**config.mk**
```make
export PLATFORM = sky130hd
export DESIGN_NAME = sram_word_port_arb
export DESIGN_NICKNAME = d
export VERILOG_FILES = /design/src/rtl/sram_arb_pkg.sv /design/src/rtl/rr_arbiter.sv /design/src/rtl/sram_word_port_arb.sv
export SDC_FILE = /design/constraint.sdc
export NUM_CORES = 1
export LEC_CHECK = 0
export ABC_AREA = 0
export CAP_MARGIN = 20
export CORE_AREA = 2 2 107 109
export DETAILED_ROUTE_END_ITERATION = 10
export DIE_AREA = 0 0 109 111
export RECOVER_POWER = 25
export SYNTH_ARGS = -nofsm -noshare
export SYNTH_HDL_FRONTEND = slang
export SYNTH_SLANG_ARGS = --single-unit
```
**constraint.sdc**
```tcl
create_clock -name clk -period 9.2 [get_ports clk]
set_input_delay 0.92 -clock clk [delete_from_list [all_inputs] [get_ports clk]]
set_output_delay 0.92 -clock clk [all_outputs]
set_load 0.1 [all_outputs]
```
**src/rtl/sram_arb_pkg.sv**
```systemverilog
// Shared constants and tag type for the SRAM word-port arbiter.
// Tag id width is fixed wide enough for any practical client count.
package sram_arb_pkg;
   localparam int unsigned RD_LAT   = 2;
   localparam int unsigned TAG_ID_W = 8;

   typedef struct packed {
      logic                v;
      logic [TAG_ID_W-1:0] id;
   } rd_tag_t;
endpackage

```
**src/rtl/rr_arbiter.sv**
```systemverilog
// Round-robin arbiter: search starts at ptr_i, first requester wins.
// nxt_ptr_o points one past the winner, or holds ptr_i when nothing is granted.
module rr_arbiter #(
   parameter  int unsigned N  = 4,
   localparam int unsigned PW = $clog2(N)
) (
   input  logic [N-1:0]  req_i,
   input  logic [PW-1:0] ptr_i,
   output logic [N-1:0]  gnt_o,
   output logic [PW-1:0] nxt_ptr_o
);
   logic found;

   always_comb begin
      gnt_o     = '0;
      nxt_ptr_o = ptr_i;
      found     = 1'b0;
      for (int unsigned off = 0; off < N; off++) begin
         logic [PW-1:0] idx;
         idx = PW'((32'(ptr_i) + off) % N);
         if (!found && req_i[idx]) begin
            found      = 1'b1;
            gnt_o[idx] = 1'b1;
            nxt_ptr_o  = PW'((32'(idx) + 1) % N);
         end
      end
   end
endmodule

```
**src/rtl/sram_word_port_arb.sv**
```systemverilog
// Shares the SRAM read port round-robin among N_RD clients and the write port
// by fixed priority among N_WR clients; read data is routed back via a tag pipeline.
module sram_word_port_arb
   import sram_arb_pkg::*;
#(
   parameter int unsigned ADDR_W = 10,
   parameter int unsigned DATA_W = 32,
   parameter int unsigned BYTE_W = DATA_W/8,
   parameter int unsigned N_RD   = 4,
   parameter int unsigned N_WR   = 2
) (
   input  logic                           clk,
   input  logic                           rst,
   input  logic [N_RD-1:0]                rd_req_valid,
   input  logic [N_RD*ADDR_W-1:0]         rd_req_addr,
   output logic [N_RD-1:0]                rd_req_ready,
   output logic [N_RD-1:0]                rd_rsp_valid,
   output logic [DATA_W-1:0]              rd_rsp_data,
   input  logic [N_WR-1:0]                wr_req_valid,
   input  logic [N_WR*ADDR_W-1:0]         wr_req_addr,
   input  logic [N_WR*DATA_W-1:0]         wr_req_data,
   input  logic [N_WR*BYTE_W-1:0]         wr_req_mask,
   output logic [N_WR-1:0]                wr_req_ready,
   output logic                           a_en,
   output logic                           a_re,
   output logic [ADDR_W-1:0]              a_addr,
   input  logic [DATA_W-1:0]              a_rdata,
   input  logic                           a_rvalid,
   output logic                           b_en,
   output logic                           b_we,
   output logic [ADDR_W-1:0]              b_addr,
   output logic [DATA_W-1:0]              b_wdata,
   output logic [BYTE_W-1:0]              b_wmask,
   output logic [$clog2(RD_LAT+1)-1:0]    rd_inflight,
   output logic                           err_rsp
);
   localparam int unsigned PW = $clog2(N_RD);
   localparam int unsigned CW = $clog2(RD_LAT+1);

   logic [PW-1:0]   rr_ptr_q, rr_ptr_d, rr_nxt;
   logic [N_RD-1:0] rd_gnt;
   logic [PW-1:0]   rd_win;
   logic            issue;
   rd_tag_t         tag_q [RD_LAT];
   rd_tag_t         tag_last;
   logic [CW-1:0]   inflight_q, inflight_d;
   logic            err_q;
   logic            wr_found;

   // Masking requests during reset forces every grant and strobe low.
   rr_arbiter #(.N(N_RD)) u_rr (
      .req_i     (rd_req_valid & {N_RD{~rst}}),
      .ptr_i     (rr_ptr_q),
      .gnt_o     (rd_gnt),
      .nxt_ptr_o (rr_nxt)
   );

   always_comb begin
      rd_win = '0;
      a_addr = '0;
      for (int unsigned i = 0; i < N_RD; i++) begin
         if (rd_gnt[i]) begin
            rd_win = PW'(i);
            a_addr = rd_req_addr[i*ADDR_W +: ADDR_W];
         end
      end
   end

   assign issue        = |rd_gnt;
   assign rd_req_ready = rd_gnt;
   assign a_en         = issue;
   assign a_re         = issue;
   assign rr_ptr_d     = issue ? rr_nxt : rr_ptr_q;
   assign tag_last     = tag_q[RD_LAT-1];
   assign inflight_d   = inflight_q + CW'(issue) - CW'(tag_last.v);

   always_ff @(posedge clk) begin
      if (rst) begin
         for (int unsigned i = 0; i < RD_LAT; i++) tag_q[i] <= '0;
         rr_ptr_q   <= '0;
         inflight_q <= '0;
         err_q      <= 1'b0;
      end else begin
         tag_q[0] <= '{v: issue, id: TAG_ID_W'(rd_win)};
         for (int unsigned i = 1; i < RD_LAT; i++) tag_q[i] <= tag_q[i-1];
         rr_ptr_q   <= rr_ptr_d;
         inflight_q <= inflight_d;
         if (a_rvalid != tag_last.v) err_q <= 1'b1;
      end
   end

   // A response needs both the SRAM strobe and a live tag; either alone is dropped.
   always_comb begin
      rd_rsp_valid = '0;
      for (int unsigned i = 0; i < N_RD; i++) begin
         if (!rst && a_rvalid && tag_last.v && tag_last.id == TAG_ID_W'(i))
            rd_rsp_valid[i] = 1'b1;
      end
   end

   assign rd_rsp_data = a_rdata;
   assign rd_inflight = inflight_q;
   assign err_rsp     = err_q;

   always_comb begin
      wr_req_ready = '0;
      b_addr       = '0;
      b_wdata      = '0;
      b_wmask      = '0;
      wr_found     = 1'b0;
      for (int unsigned i = 0; i < N_WR; i++) begin
         if (!rst && !wr_found && wr_req_valid[i]) begin
            wr_found        = 1'b1;
            wr_req_ready[i] = 1'b1;
            b_addr          = wr_req_addr[i*ADDR_W +: ADDR_W];
            b_wdata         = wr_req_data[i*DATA_W +: DATA_W];
            b_wmask         = wr_req_mask[i*BYTE_W +: BYTE_W];
         end
      end
   end

   assign b_en = wr_found;
   assign b_we = wr_found;
endmodule

```
==> summary.txt, run 1 <==
Final hold slack: 0.435 ns
Crit-path most repeated cell: clkdlybuf4s50_1
Largest family of logic cells by synthesized area: compound AO/OA/AOI/OAI gates
Synth Area in Simple Gates: 0.213
Core area: 11100 um^2
Critical-path cell list: clkdlybuf4s50_1, or3b_2, o32ai_1, mux2_1, a221o_1, nand4bb_4, nor2b_1, o2bb2ai_1, clkdlybuf4s50_1
Row count: 39
IO buf count: 213
Outcome: complete, no violations
Final setup TNS: 0 ns
# resized after CTS: 0
Area growth syn-to-layout: 107%
Htree depth: 1
CTS tree: done
Period minus WS final: 6.34 ns
Post-synthesis mux area share: 0.0443
Vias in the first global route: 2599
Hold/Removal Path Class: reg2reg
Post-synthesis instance total: 246
CTS root buffer: clkbuf_16
Die Wd: 109 um
GR Overflow Total: 0
Clk_lat worst skew: 0.24 ns
Synth warn: 0
Largest net degree at the start of global routing: 49
CP required: 8.28 ns
Tightest Pin Transition: 1.09 ns
Period utilization: 0.690
Num CTS Buffers: 3
Main synth FF type: dfxtp_1
Drt first-iter violations: 276
Seq/Total Area, Yosys: 0.113
Layout cells sized above 1: 0.0390
GP Congestion: 0.910
Total Routing Usage GR: 0.170
Synth Register Bits: 11
Area leader, netlist: a22o_1
Most frequent cell after synthesis: a22o_1
Final ANT Viol Nets: 0
Design area: 4030 um^2
Reg clk slew, reported paths: 0.04 ns
Routed via count: 2610
Initial antenna violation count: 4
VDD IR-drop max: 0.000302 V
Fin. Hold Viols: 0
Post-synth EDFFs: 0
Distinct cells, synth: 47
TritonRoute pass-1 iters: 4
Adder-Cell Fraction of Synth Area: 0.0578
Async SR Flop Fraction: 0
Slew Limit Fails: 0
CP max FO: 23
Arrival time worst endpoint: 5.42 ns
Crit Path Class: in2out
Vias per inst: 4.69
Max clock buf depth: 2
Slew headroom: 0.270
Clock Skew: 0.000498 ns
Drc violations: 0
Post-DP HPWL: 9260 um
Post-synthesis xor/xnor area fraction: 0.00900
DIE HEIGHT: 111 um
# Post-CTS Setup Buffers: 0
CP Capture Type: output pin
Compound-Gate Fraction of Synth Area: 0.377
RSZ-0062 raised after global routing: false
Syn nets: 428
Syn Area/Cell: 7.91 um^2
First-pass GRT wire length: 15400 um
Fmax: 158 MHz
CTS Hold Bufs: 0
Mapped Area: 1950 um^2
Total of max-cap violations: 0
Leakage: 1.50 nW
Post-synth top cells: 46 x a22o_1, 34 x buf_4, 21 x nor2_1, 16 x clkbuf_1
PwrDens: 301 nW/um^2
Top Ports: 278
Die area: 12100 um^2
Wire per inst: 19.6 um
Synth area leaders: a22o_1 21%, buf_4 13%, dfxtp_1 11%, ha_1 5.8%, a221oi_1 4.9%
CP max-delay cell: clkdlybuf4s50_1
Starting Density: 0.176
Post-synth top area share: 0.207
Area after DPL: 3940 um^2
Delay of the slowest critical-path stage: 1.17 ns
Layout net count: 593
Flop2flop setup slack: 5.23 ns
Clock Sinks: 11
Routed wire length: 10900 um
Final setup vio count: 0
CP startpoint kind: input port
[cells by family (layout without fill, tap and decap cells)]
logic type      after synthesis  after routing
other cells                   0              4
fa+ha+maj                     9              9
buf+inv                      59            223
compound gates               87             87
xor+xnor                      2              2
flops                        11             11
simple gates                 71             71
mux                           7              7
[critical path: cells and delay by family]
| family | cells | cell delay, ns |
|---|---|---|
| buf+inv | 2 | 2.25 |
| mux | 1 | 0.31 |
| simple gates | 3 | 1.20 |
| compound gates | 3 | 0.72 |
[power breakdown]
group / switching, mW / internal, mW
Clock: 0.0206 / 0.0581
Combinational: 0.749 / 0.300
Sequential: 0.0176 / 0.0650
Total: 0.787 / 0.424
[registers in the layout, indices dropped and copies added, names as in the netlist]
| name | count |
|---|---|
| err_rsp | 1 |
| rd_inflight | 2 |
| rr_ptr_q | 2 |
| tag_q | 6 |
[final cells by class]
cell class                      instances  area, um^2
Inverter                                5        18.8
Fill cell                            1144        7050
Tap cell                              143         179
Timing Repair Buffer                  214        2140
Clock buffer                            4        78.8
Sequential cell                        11         220
Multi-Input combinational cell        176        1380
Antenna cell                            4        10.0
[worst paths after layout]
path	start	to	cells past startpoint
hold / removal	tag_q[0][8]	tag_q[0][17]	1
setup / recovery	rst	a_addr[4]	9
hold reg to reg	tag_q[0][8]	tag_q[0][17]	1
setup reg to reg	rr_ptr_q[0]	rd_inflight[0]	10
[metal layers]
metal	vias up	GRT usage	share of wire
met3	31	0.0553	0.10
li1	1232	-	-
met1	1200	0.231	0.45
met4	4	0.0299	0.016
met5	-	0	0.0024
met2	143	0.263	0.43
[placed cells by master, fill, tap and decap left out, types with 2 or more instances in the layout]
| cell | n |
|---|---|
| and3b_1 | 3 |
| nor3b_2 | 2 |
| a32oi_1 | 3 |
| nor2_1 | 21 |
| nand3_1 | 2 |
| mux2_1 | 2 |
| nor2b_1 | 9 |
| inv_1 | 5 |
| clkdlybuf4s50_1 | 213 |
| o2bb2ai_1 | 10 |
| ha_1 | 9 |
| o21ai_0 | 3 |
| clkbuf_16 | 3 |
| a221o_1 | 2 |
| a22o_1 | 46 |
| nor3_1 | 2 |
| nand2_1 | 11 |
| nor2b_4 | 2 |
| or3b_2 | 2 |
| dfxtp_1 | 11 |
| a221oi_1 | 11 |
| mux2i_1 | 3 |
| or2_2 | 2 |
| o211ai_1 | 2 |
| diode_2 | 4 |
| or2_1 | 2 |
| nand2b_1 | 3 |
| nor3b_1 | 3 |
| a21oi_1 | 4 |
[per-stage QoR]
step | setup slack [ns] | util | power (mW) | cells
3_5_place_dp | 2.87 | 0.355 | 1.13 | 549
5_1_grt | 2.57 | 0.362 | 1.26 | 553
4_1_cts | 2.86 | 0.362 | 1.21 | 553
6_report | 2.86 | 0.363 | 1.21 | 557
3_3_place_gp | 2.98 | 0.355 | 1.13 | 549
2_1_floorplan | 3.31 | - | 0.944 | 246
Power figures use the tool's default switching activity.
==> inputs of run 2 (changes only) <==
- CORE_AREA: 2 2 107 109 -> 2 2 106 108
- DIE_AREA: 0 0 109 111 -> 0 0 108 110
- PLACE_DENSITY: unset -> 0.67
- clock period: 9.2 -> 5.2 ns (I/O delays scaled with it)
==> run 2 against run 1 <==
Net effect: utilization increased by 1.3 points; first-iteration DRC count is 34% lower; design area about the same; hold slack gained 0.026 ns; total power rose by 89%; sequential cell count unchanged; setup slack worse by 2.3 ns; clock-buffer cell count stayed put; die area down 1.8%; clock skew grew 0.0075 ns; non-clock buffer count up 3; routed wire length is 18% lower; largest power group unchanged; highest routed layer unchanged.
==> summary.txt, run 2 (synthesis gave the netlist of run 1 again) <==
CTS Hold Bufs: 0
Clk network pwr share: 0.038
Tot Pwr: 2.28 mW
Design area: 4020 um^2
Fmax: 214 MHz
Die area: 11900 um^2
Period utilization: 0.899
Power Internal: 0.853 mW
Area growth syn-to-layout: 107%
Period minus WS final: 4.67 ns
TritonRoute pass-1 iters: 4
PwrDens: 568 nW/um^2
Htree depth: 1
Largest register FFs: 6
Clock Sinks: 11
Layout cells sized above 1: 0.225
Layout net count: 596
Drc violations: 0
Die Wd: 108 um
VDD IR-drop max: 0.000497 V
CTS tree: done
First-pass GRT wire length: 12600 um
CP Capture Type: output pin
Arrival time worst endpoint: 4.15 ns
Routed wire length: 8990 um
Clock Skew: 0.00796 ns
Fin util: 0.376
CP max FO: 15
Vias in the first global route: 2439
Starting Density: 0.182
# Post-CTS Setup Buffers: 0
Comb power frac: 0.898
Final hold slack: 0.461 ns
Core area: 10700 um^2
Final setup TNS: 0 ns
Final ANT Viol Nets: 0
Hold/Removal Path Class: reg2reg
Initial antenna violation count: 1
Max clock buf depth: 2
Top Ports: 278
RSZ-0062 raised after global routing: false
Crit Path Class: reg2out
Psw: 1.43 mW
GP Congestion: 0.888
Row count: 38
GR Overflow Total: 0
Leakage: 1.66 nW
Dpl ws: 0.800 ns
Total of max-cap violations: 0
Wire per inst: 16.2 um
DIE HEIGHT: 110 um
Routed via count: 2594
Sequential share of power: 0.064
Commonest non-fill, non-tap cell in the layout: clkdlybuf4s50_1
Vias per inst: 4.68
Switching share of power: 0.626
IO buf count: 213
Post-DP HPWL: 7610 um
Reg clk slew, reported paths: 0.05 ns
Area after DPL: 3970 um^2
Final worst setup slack: 0.526 ns
Total Routing Usage GR: 0.133
Largest net degree at the start of global routing: 49
Largest register by flop count: tag_q
Fin. Hold Viols: 0
Most frequent cells in the layout: 148 x clkdlybuf4s50_1, 59 x buf_4, 46 x a22o_1, 21 x nor2_1
Outcome: complete, no violations
Drt first-iter violations: 182
Clk_lat worst skew: 0.24 ns
Placed cell count: 549
Slew Limit Fails: 0
CP required: 4.68 ns
CP startpoint kind: flip-flop
# resized after CTS: 0
Final setup vio count: 0
Tightest Pin Transition: 1.03 ns
Num CTS Buffers: 3
Final Non-Filler Cells: 554
CTS root buffer: clkbuf_8
Slew headroom: 0.312
run 2: critical path, stage by stage, from the launching register on:
cell	delay, ns
dfxtp_1	0.59
inv_1	0.17
ha_1	0.59
nor2b_1	0.25
nand2_1	0.08
a221oi_1	0.63
a221o_1	0.58
nor2b_1	0.28
a221oi_1	0.42
o2bb2ai_2	0.13
buf_12	0.18
run 2: area by class of cell:
class / count / area [um^2]
fill: 1084 / 6680
timing repair buffer: 217 / 2120
multi-input combinational: 176 / 1440
sequential: 11 / 220
tap: 140 / 175
clock buffer: 4 / 45.0
inverter: 5 / 18.8
antenna: 1 / 2.50
run 2: layer usage:
layer	GRT usage	wire length, um	vias to the layer above
met3	0.0488	856	14
met2	0.234	4590	149
li1	-	-	1238
met4	0.0165	85	2
met1	0.161	3450	1191
met5	0	7	-
run 2: power groups by stage:
stage	Clock, mW	Sequential, mW	Combinational [mW]
5_1_grt	0.0948	0.153	2.15
4_1_cts	0.0887	0.147	2.06
3_3_place_gp	0	0.148	2.04
3_5_place_dp	0	0.149	2.06
6_report	0.0863	0.147	2.05
2_1_floorplan	0	0.181	1.53
run 2: path summary, 6_finish.rpt:
path,slack [ns],cells after the start,to,from
setup reg to reg,1.31,10,rd_inflight[0],rr_ptr_q[0]
hold / removal,0.46,2,err_rsp,err_rsp
setup / recovery,0.53,10,a_addr[5],rr_ptr_q[0]
hold reg to reg,0.46,2,err_rsp,err_rsp
